--- src/rtl/kp_pkg.sv ---
// kp_pkg
// Purpose: shared widths, the packed FIFO entry layout and the collector FSM
// state encoding used by the keypoint collector slice.
// Contents:
//   COORD_W / ORI_W / SCORE_W - field widths of one keypoint
//   KP_ENTRY_W                - width of one packed FIFO entry (38 bits)
//   kp_state_e                - IDLE / COLLECT / DRAIN / DONE
//   kp_entry_t                - {x, y, orientation, score}, x in the top bits
package kp_pkg;

  localparam int COORD_W    = 10;
  localparam int ORI_W      = 10;
  localparam int SCORE_W    = 8;
  localparam int KP_ENTRY_W = 2 * COORD_W + ORI_W + SCORE_W;

  typedef enum logic [1:0] {
    IDLE    = 2'd0,
    COLLECT = 2'd1,
    DRAIN   = 2'd2,
    DONE    = 2'd3
  } kp_state_e;

  typedef struct packed {
    logic [COORD_W-1:0] x;
    logic [COORD_W-1:0] y;
    logic [ORI_W-1:0]   orientation;
    logic [SCORE_W-1:0] score;
  } kp_entry_t;

endpackage

--- src/rtl/keypoint_collector_if.sv ---
// keypoint_collector_if
// Purpose: ready/valid output stream carrying the FIFO head keypoint.
// Signals:
//   o_valid        - head entry present (driven by the collector)
//   i_ready        - consumer accepts the head entry (driven by the consumer)
//   o_x, o_y       - head keypoint position
//   o_orientation  - head keypoint angle
//   o_score        - head keypoint corner score
// Modports: master = collector side, slave = consumer side.
interface keypoint_collector_if;
  import kp_pkg::*;

  logic               o_valid;
  logic               i_ready;
  logic [COORD_W-1:0] o_x;
  logic [COORD_W-1:0] o_y;
  logic [ORI_W-1:0]   o_orientation;
  logic [SCORE_W-1:0] o_score;

  modport master (
    output o_valid, o_x, o_y, o_orientation, o_score,
    input  i_ready
  );

  modport slave (
    input  o_valid, o_x, o_y, o_orientation, o_score,
    output i_ready
  );

endinterface

--- src/rtl/kp_fifo.sv ---
// kp_fifo
// Purpose: first-word-fall-through FIFO for packed keypoint entries.
// Ports:
//   i_clk, i_rst - clock, asynchronous active-high reset
//   i_push       - write i_data (honoured when not full, or when popping too)
//   i_pop        - drop the head entry (honoured when not empty)
//   i_data       - entry to write
//   o_data       - head entry, forced to zero while empty
//   o_empty      - no entries stored
//   o_full       - DEPTH entries stored
module kp_fifo #(
  parameter int DEPTH = 16,
  parameter int WIDTH = 38
) (
  input  logic             i_clk,
  input  logic             i_rst,
  input  logic             i_push,
  input  logic             i_pop,
  input  logic [WIDTH-1:0] i_data,
  output logic [WIDTH-1:0] o_data,
  output logic             o_empty,
  output logic             o_full
);

  localparam int AW = $clog2(DEPTH);

  // Pointers carry one extra wrap bit so full and empty can be told apart.
  logic [AW:0]      wrPtr_q;
  logic [AW:0]      rdPtr_q;
  logic [WIDTH-1:0] mem_q [DEPTH];
  logic             doPush;
  logic             doPop;

  assign o_empty = (wrPtr_q == rdPtr_q);
  assign o_full  = (wrPtr_q[AW] != rdPtr_q[AW]) &&
                   (wrPtr_q[AW-1:0] == rdPtr_q[AW-1:0]);

  // A push into a full FIFO is still legal when the head leaves on the same
  // edge: the write lands in the slot being vacated.
  assign doPush = i_push && (!o_full || i_pop);
  assign doPop  = i_pop && !o_empty;

  always_ff @(posedge i_clk or posedge i_rst) begin
    if (i_rst) begin
      wrPtr_q <= '0;
      rdPtr_q <= '0;
    end else begin
      if (doPush) wrPtr_q <= wrPtr_q + 1'b1;
      if (doPop)  rdPtr_q <= rdPtr_q + 1'b1;
    end
  end

  // Storage needs no reset: nothing is visible until a pointer has moved.
  always_ff @(posedge i_clk) begin
    if (doPush) mem_q[wrPtr_q[AW-1:0]] <= i_data;
  end

  // Zeroing the head while empty keeps the output fields clean in reset.
  assign o_data = o_empty ? '0 : mem_q[rdPtr_q[AW-1:0]];

endmodule

--- src/rtl/keypoint_collector.sv ---
// keypoint_collector
// Purpose: gathers keypoints from the FAST detector for one frame into a
// FWFT FIFO, counts accepted keypoints, flags drops, and pulses when the
// frame has fully drained to the consumer.
// Ports:
//   i_clk, i_rst             - clock, asynchronous active-high reset
//   i_start, i_end, i_flag   - frame start / frame end / keypoint strobe
//   i_coordinate_X/Y         - keypoint position
//   i_orientation, i_score   - keypoint angle and corner score
//   kpOut                    - ready/valid stream of the FIFO head
//   o_kp_count               - keypoints accepted in the current/last frame
//   o_overflow, o_capped     - per-frame sticky drop flags (FIFO full / cap)
//   o_sync_err               - i_start seen outside IDLE, cleared by reset
//   o_frame_done             - one-cycle pulse after the frame has drained
module keypoint_collector
  import kp_pkg::*;
#(
  parameter int DEPTH  = 16,
  parameter int MAX_KP = 512
) (
  input  logic               i_clk,
  input  logic               i_rst,
  input  logic               i_start,
  input  logic               i_end,
  input  logic               i_flag,
  input  logic [COORD_W-1:0] i_coordinate_X,
  input  logic [COORD_W-1:0] i_coordinate_Y,
  input  logic [ORI_W-1:0]   i_orientation,
  input  logic [SCORE_W-1:0] i_score,
  keypoint_collector_if.master kpOut,
  output logic [9:0]         o_kp_count,
  output logic               o_overflow,
  output logic               o_capped,
  output logic               o_sync_err,
  output logic               o_frame_done
);

  localparam logic [9:0] MaxKp = 10'(MAX_KP);

  kp_state_e  state_q;
  logic [9:0] kpCount_q;
  logic       overflow_q;
  logic       capped_q;
  logic       syncErr_q;
  logic       frameDone_q;

  kp_entry_t  pushEntry;
  kp_entry_t  headEntry;
  logic       fifoEmpty;
  logic       fifoFull;
  logic       startIdle;
  logic       candidate;
  logic       pop;
  logic       room;
  logic       capHit;
  logic       accept;
  logic       capReject;
  logic       ovfReject;
  logic [9:0] effCount;

  assign pushEntry = '{x: i_coordinate_X, y: i_coordinate_Y,
                       orientation: i_orientation, score: i_score};

  kp_fifo #(
    .DEPTH (DEPTH),
    .WIDTH (KP_ENTRY_W)
  ) u_fifo (
    .i_clk   (i_clk),
    .i_rst   (i_rst),
    .i_push  (accept),
    .i_pop   (pop),
    .i_data  (pushEntry),
    .o_data  (headEntry),
    .o_empty (fifoEmpty),
    .o_full  (fifoFull)
  );

  // Push/drop decision. The start cycle already belongs to the new frame, so
  // its strobe is a candidate and the cap is judged against a zero count.
  always_comb begin
    startIdle = (state_q == IDLE) && i_start;
    candidate = i_flag && (startIdle || (state_q == COLLECT));
    pop       = !fifoEmpty && kpOut.i_ready;
    room      = !fifoFull || pop;
    effCount  = startIdle ? 10'd0 : kpCount_q;
    capHit    = (effCount >= MaxKp);
    accept    = candidate && room && !capHit;
    capReject = candidate && capHit;
    ovfReject = candidate && !capHit && !room;
  end

  // Frame FSM with its counter and flags. A new frame restarts the count and
  // the per-frame flags on the same edge that enters COLLECT, while a drop in
  // that very cycle still registers against the new frame.
  always_ff @(posedge i_clk or posedge i_rst) begin
    if (i_rst) begin
      state_q     <= IDLE;
      kpCount_q   <= '0;
      overflow_q  <= 1'b0;
      capped_q    <= 1'b0;
      syncErr_q   <= 1'b0;
      frameDone_q <= 1'b0;
    end else begin
      frameDone_q <= 1'b0;
      kpCount_q   <= effCount + 10'(accept);
      overflow_q  <= (overflow_q && !startIdle) || ovfReject;
      capped_q    <= (capped_q && !startIdle) || capReject;
      if (i_start && (state_q != IDLE)) syncErr_q <= 1'b1;
      case (state_q)
        IDLE: begin
          if (i_start) state_q <= COLLECT;
        end
        COLLECT: begin
          if (i_end) state_q <= DRAIN;
        end
        DRAIN: begin
          if (fifoEmpty) begin
            state_q     <= DONE;
            frameDone_q <= 1'b1;
          end
        end
        DONE: begin
          state_q <= IDLE;
        end
        default: state_q <= IDLE;
      endcase
    end
  end

  assign kpOut.o_valid       = !fifoEmpty;
  assign kpOut.o_x           = headEntry.x;
  assign kpOut.o_y           = headEntry.y;
  assign kpOut.o_orientation = headEntry.orientation;
  assign kpOut.o_score       = headEntry.score;

  assign o_kp_count   = kpCount_q;
  assign o_overflow   = overflow_q;
  assign o_capped     = capped_q;
  assign o_sync_err   = syncErr_q;
  assign o_frame_done = frameDone_q;

endmodule

--- src/flat_wrapper.sv ---
// flat-port wrapper written by rule: the top's interface ports become plain ports
module keypoint_collector_flat import kp_pkg::*;
#(
  parameter int DEPTH  = 16,
  parameter int MAX_KP = 512
)
  (i_clk, i_rst, i_start, i_end, i_flag, i_coordinate_X, i_coordinate_Y, i_orientation, i_score, o_kp_count, o_overflow, o_capped, o_sync_err, o_frame_done, kpOut_o_valid, kpOut_o_x, kpOut_o_y, kpOut_o_orientation, kpOut_o_score, kpOut_i_ready);
  keypoint_collector_if kpOut_i ();
  input  logic i_clk;
  input  logic i_rst;
  input  logic i_start;
  input  logic i_end;
  input  logic i_flag;
  input  logic [COORD_W-1:0] i_coordinate_X;
  input  logic [COORD_W-1:0] i_coordinate_Y;
  input  logic [ORI_W-1:0] i_orientation;
  input  logic [SCORE_W-1:0] i_score;
  output logic [9:0] o_kp_count;
  output logic o_overflow;
  output logic o_capped;
  output logic o_sync_err;
  output logic o_frame_done;
  output wire logic [$bits(kpOut_i.o_valid)-1:0] kpOut_o_valid;
  output wire logic [$bits(kpOut_i.o_x)-1:0] kpOut_o_x;
  output wire logic [$bits(kpOut_i.o_y)-1:0] kpOut_o_y;
  output wire logic [$bits(kpOut_i.o_orientation)-1:0] kpOut_o_orientation;
  output wire logic [$bits(kpOut_i.o_score)-1:0] kpOut_o_score;
  input wire logic [$bits(kpOut_i.i_ready)-1:0] kpOut_i_ready;
  assign kpOut_o_valid = kpOut_i.o_valid;
  assign kpOut_o_x = kpOut_i.o_x;
  assign kpOut_o_y = kpOut_i.o_y;
  assign kpOut_o_orientation = kpOut_i.o_orientation;
  assign kpOut_o_score = kpOut_i.o_score;
  assign kpOut_i.i_ready = kpOut_i_ready;
  keypoint_collector #(.DEPTH(DEPTH), .MAX_KP(MAX_KP)) u_core (.i_clk(i_clk), .i_rst(i_rst), .i_start(i_start), .i_end(i_end), .i_flag(i_flag), .i_coordinate_X(i_coordinate_X), .i_coordinate_Y(i_coordinate_Y), .i_orientation(i_orientation), .i_score(i_score), .kpOut(kpOut_i), .o_kp_count(o_kp_count), .o_overflow(o_overflow), .o_capped(o_capped), .o_sync_err(o_sync_err), .o_frame_done(o_frame_done));
endmodule
--- config.mk ---
export PLATFORM = sky130hd
export DESIGN_NAME = keypoint_collector_flat
export DESIGN_NICKNAME = d
export VERILOG_FILES = /design/src/rtl/kp_pkg.sv /design/src/rtl/keypoint_collector_if.sv /design/src/rtl/kp_fifo.sv /design/src/rtl/keypoint_collector.sv /design/src/flat_wrapper.sv
export SDC_FILE = /design/constraint.sdc
export NUM_CORES = 1
export LEC_CHECK = 0
export CAP_MARGIN = 25
export CORE_MARGIN = 2
export CORE_UTILIZATION = 45
export CTS_CLUSTER_SIZE = 30
export DETAILED_ROUTE_END_ITERATION = 8
export PLACE_DENSITY = 0.61
export REMOVE_ABC_BUFFERS = 1
export SLEW_MARGIN = 20
export SYNTH_ARGS = -nofsm -noshare
export SYNTH_HDL_FRONTEND = slang
export SYNTH_SLANG_ARGS = --single-unit
--- constraint.sdc ---
create_clock -name i_clk -period 5.25 [get_ports i_clk]
set_input_delay 1.05 -clock i_clk [delete_from_list [all_inputs] [get_ports i_clk]]
set_output_delay 1.05 -clock i_clk [all_outputs]
set_load 0.05 [all_outputs]
==> impl_results.md <==
* Run status: finished clean
* DR WL/cell at roughly 27 um
* Clk buf depth at 3
* Root Driver: clkbuf_16
* Power Internal at around 11 mW
* Reg2Reg Setup Slack at 2.10 ns
* Dpl hpwl at 26900 um
* First-pass GRT wire length at a little under 80000 um
* GP Congestion at 0.718
* Routed Wire Length at 53000 um
* Multiplexer share of the synthesized area at 14.2%
* Worst R2R End: u_core.u_fifo.mem_q[9][6]
* Seq pwr share at 37.5%
* Via density at 5.84
* Number of flops mapped to enable cells by yosys at 608
* Worst-Skew Late Latency at between 0.5 and 0.6 ns
* Leak at 8.97 nW
* Total global routing overflow at 0
* Share of layout cells above drive strength 1 at a little under a quarter
* Critical Path Sink Type: output pin
* WS Path Type: flop to output pin
* Largest net degree at the start of global routing at 156
* Htree depth at 3
* Largest area contributor in the netlist: edfxtp_1
* Setup crit end: kpOut_o_orientation[1]
* DRC violation count after routing at 0
* YS warnings at 0
* Vias in the first global route at 12000
* Setup Viol. Count Final at 0
* Yosys reg bits at around 630
* RSZ-0062 raised after global routing: no
* Area of the mapped netlist at 0.0243 mm2
* Row cnt at 85
* Pwr Density at about 570 mW/mm2
* Post-Synthesis Cells at between 1000 and 1500
* Sink Count at 634
* Main area contributors after synthesis: edfxtp_1 75%, mux4_2 14%, dfrtp_1 2.7%, a22oi_1 2.3%, a21oi_1 0.91%
* Netlist cell types at roughly 40
* Postcts setup bufs at 0
* Total number of vias at 11500
* Relative slew slack at 27.1%
* Asr flop ratio synth at 4.10%
* Starting Density at 45.4%
* Logic pwr share at 35.4%
* Post-route ant nets at 0
* Syn-to-layout area delta at 16.1%
* Most common cell after layout, fill and taps aside: edfxtp_1
* Finished Cell Area at 0.0283 mm2
* Post-Synth Adder-Cell Area at 0.566%
* Max Clk Rate at 201 MHz
* Num ports at 97
* Main flop type after synthesis: edfxtp_1
* Worst path arrival time at between 3 and 4 ns
* Crit start category: flop
* Post-synth top area share at 75.0%
* Seq/Total Area, Yosys at 77.7%
* Peak VDD IR at about 0.37 mV
* Hold slack at 0.461 ns
* Post-CTS sizing at 0
* Final period utilization at a little over nine tenths
* # Max-Cap Violations at 0
* Area after DPL at 0.0263 mm2
* Final #Nets at roughly 1300
* Diode count at 0
* 1st-pass router iterations at 5
* R2R Path Start: u_core.state_q[1]
* Slew @ Worst Pin at 1.09 ns
* Critical path launch point: u_core.u_fifo.rdPtr_q[0]
* Synth Area in XOR/XNOR at less than 1%
* Net Sw Frac at around a third
* Clock power share at between 20% and 30%
* R2r worst-path depth at 7
* Most frequent cells in the layout: 608 x edfxtp_1, 152 x mux4_2, 96 x clkdlybuf4s50_1
* Fin. Hold Viols at 0
* Max FO, Critical Path at 102
* Compound-cell area share of the yosys netlist at 3.67%
* Final Core Density at between 50 and 60%
* CTS buffer count at 66
* CTS tree: done
* Post-cts hold buffer count at 0
* Avg Inst Size Synth at 22.4 um2
* Iter 0 DRT Violations at 1165
* Clk slew on worst S/H paths at 0.06 ns
* CP required at 4.20 ns
* Psw at 5.45 mW
* Global Route Usage Sum at 19.3%
* Hold path depth at 1
* Final slew viol count at 0
* Port Buffers at 96
* Initial antenna violation count at 2
* Hold Path Class: flop to flop
* Final min period at 4.97 ns
* Die W at 237 um
* Largest family of logic cells by synthesized area: multiplexers
* Die area at 0.0559 mm2
* Simple-gate share of the synthesized area at under 10%
* Core region area at 0.0536 mm2
* Worst Slack Setup Final at 0.278 ns
* Pre-CTS setup slack at 0.943 ns
* Overall power at 16.1 mW
* Die H at 237 um
* Layout Skew at a little over 0.02 ns
## synth_stat cells (all sizes together), types with 3 or more instances
library cell	instances
buf	50
ha	11
inv	8
nand4	3
and3	14
xnor2	4
dfrtp	26
clkbuf	12
nor2	11
mux4	152
nor2b	5
a21oi	45
xor2	16
a22oi	76
o21ai	3
mux2	3
and4	3
nand2	8
nand3	5
edfxtp	608
and2	9
## logic make-up after synthesis
family / after synthesis
compound gates: 133
xor+xnor: 20
fa+ha+maj: 11
buf+inv: 70
flops: 634
mux: 156
simple gates: 61
## through the flow
stage / std cells / setup TNS [ns]
2_1_floorplan: 1023 / -2012.78
4_1_cts: 1962 / 0
5_1_grt: 1962 / 0
3_5_place_dp: 1849 / 0
6_report: 1962 / 0
3_3_place_gp: 1849 / 0
## routing by layer
layer / GRT usage, % / wire length (um) / up-vias
met5: 0 / 25 / -
met4: 5.18 / 799 / 4
met3: 3.79 / 3440 / 64
met2: 30.4 / 25500 / 363
met1: 27.8 / 23300 / 6162
li1: - / - / 4862
## worst max-delay path, stage by stage (launching register included)
cell             delay, ns
dfrtp_4               0.65
buf_12                0.54
mux4_2                0.60
a22oi_1               0.24
a21oi_1               0.18
clkdlybuf4s50_1       0.78
## power by group through the flow
stage	Combinational, mW	Sequential [mW]	Clock, mW
floorplan	3.81	6.48	0
global placement	5.73	6.11	0
detailed placement	5.76	6.12	0
CTS	5.78	6.02	4.43
global route	6.02	6.04	4.65
finish	5.69	6.01	4.35
## final cells by class
type	instances	area, um2
Timing Repair Buffer	130	1370
Fill cell	4150	25300
Clock buffer	85	1790
Inverter	8	30.0
Tap cell	696	871
Sequential cell	634	18900
Multi-Input combinational cell	381	5080
Clock inverter	28	204
## state kept, by name (all words and copies together), names as in the netlist
signal,cells
u_core.o_kp_count,10
u_core.o_capped,1
u_core.u_fifo.rdPtr_q,5
u_core.o_sync_err,1
u_core.state_q,2
u_core.o_overflow,1
u_core.u_fifo.wrPtr_q,5
u_core.u_fifo.mem_q,608
u_core.o_frame_done,1
## worst min-delay path by stage
stage / from / to / slack, ns
after floorplan: u_core.u_fifo.wrPtr_q[4] / u_core.u_fifo.wrPtr_q[4] / 0.49
after detailed placement: u_core.o_sync_err / u_core.o_sync_err / 0.45
after CTS: u_core.o_sync_err / u_core.o_sync_err / 0.47
after global placement: u_core.o_sync_err / u_core.o_sync_err / 0.44
final: u_core.o_sync_err / u_core.o_sync_err / 0.46
after global routing: u_core.o_sync_err / u_core.o_sync_err / 0.48
No activity file was read; power rests on OpenSTA's default activity.
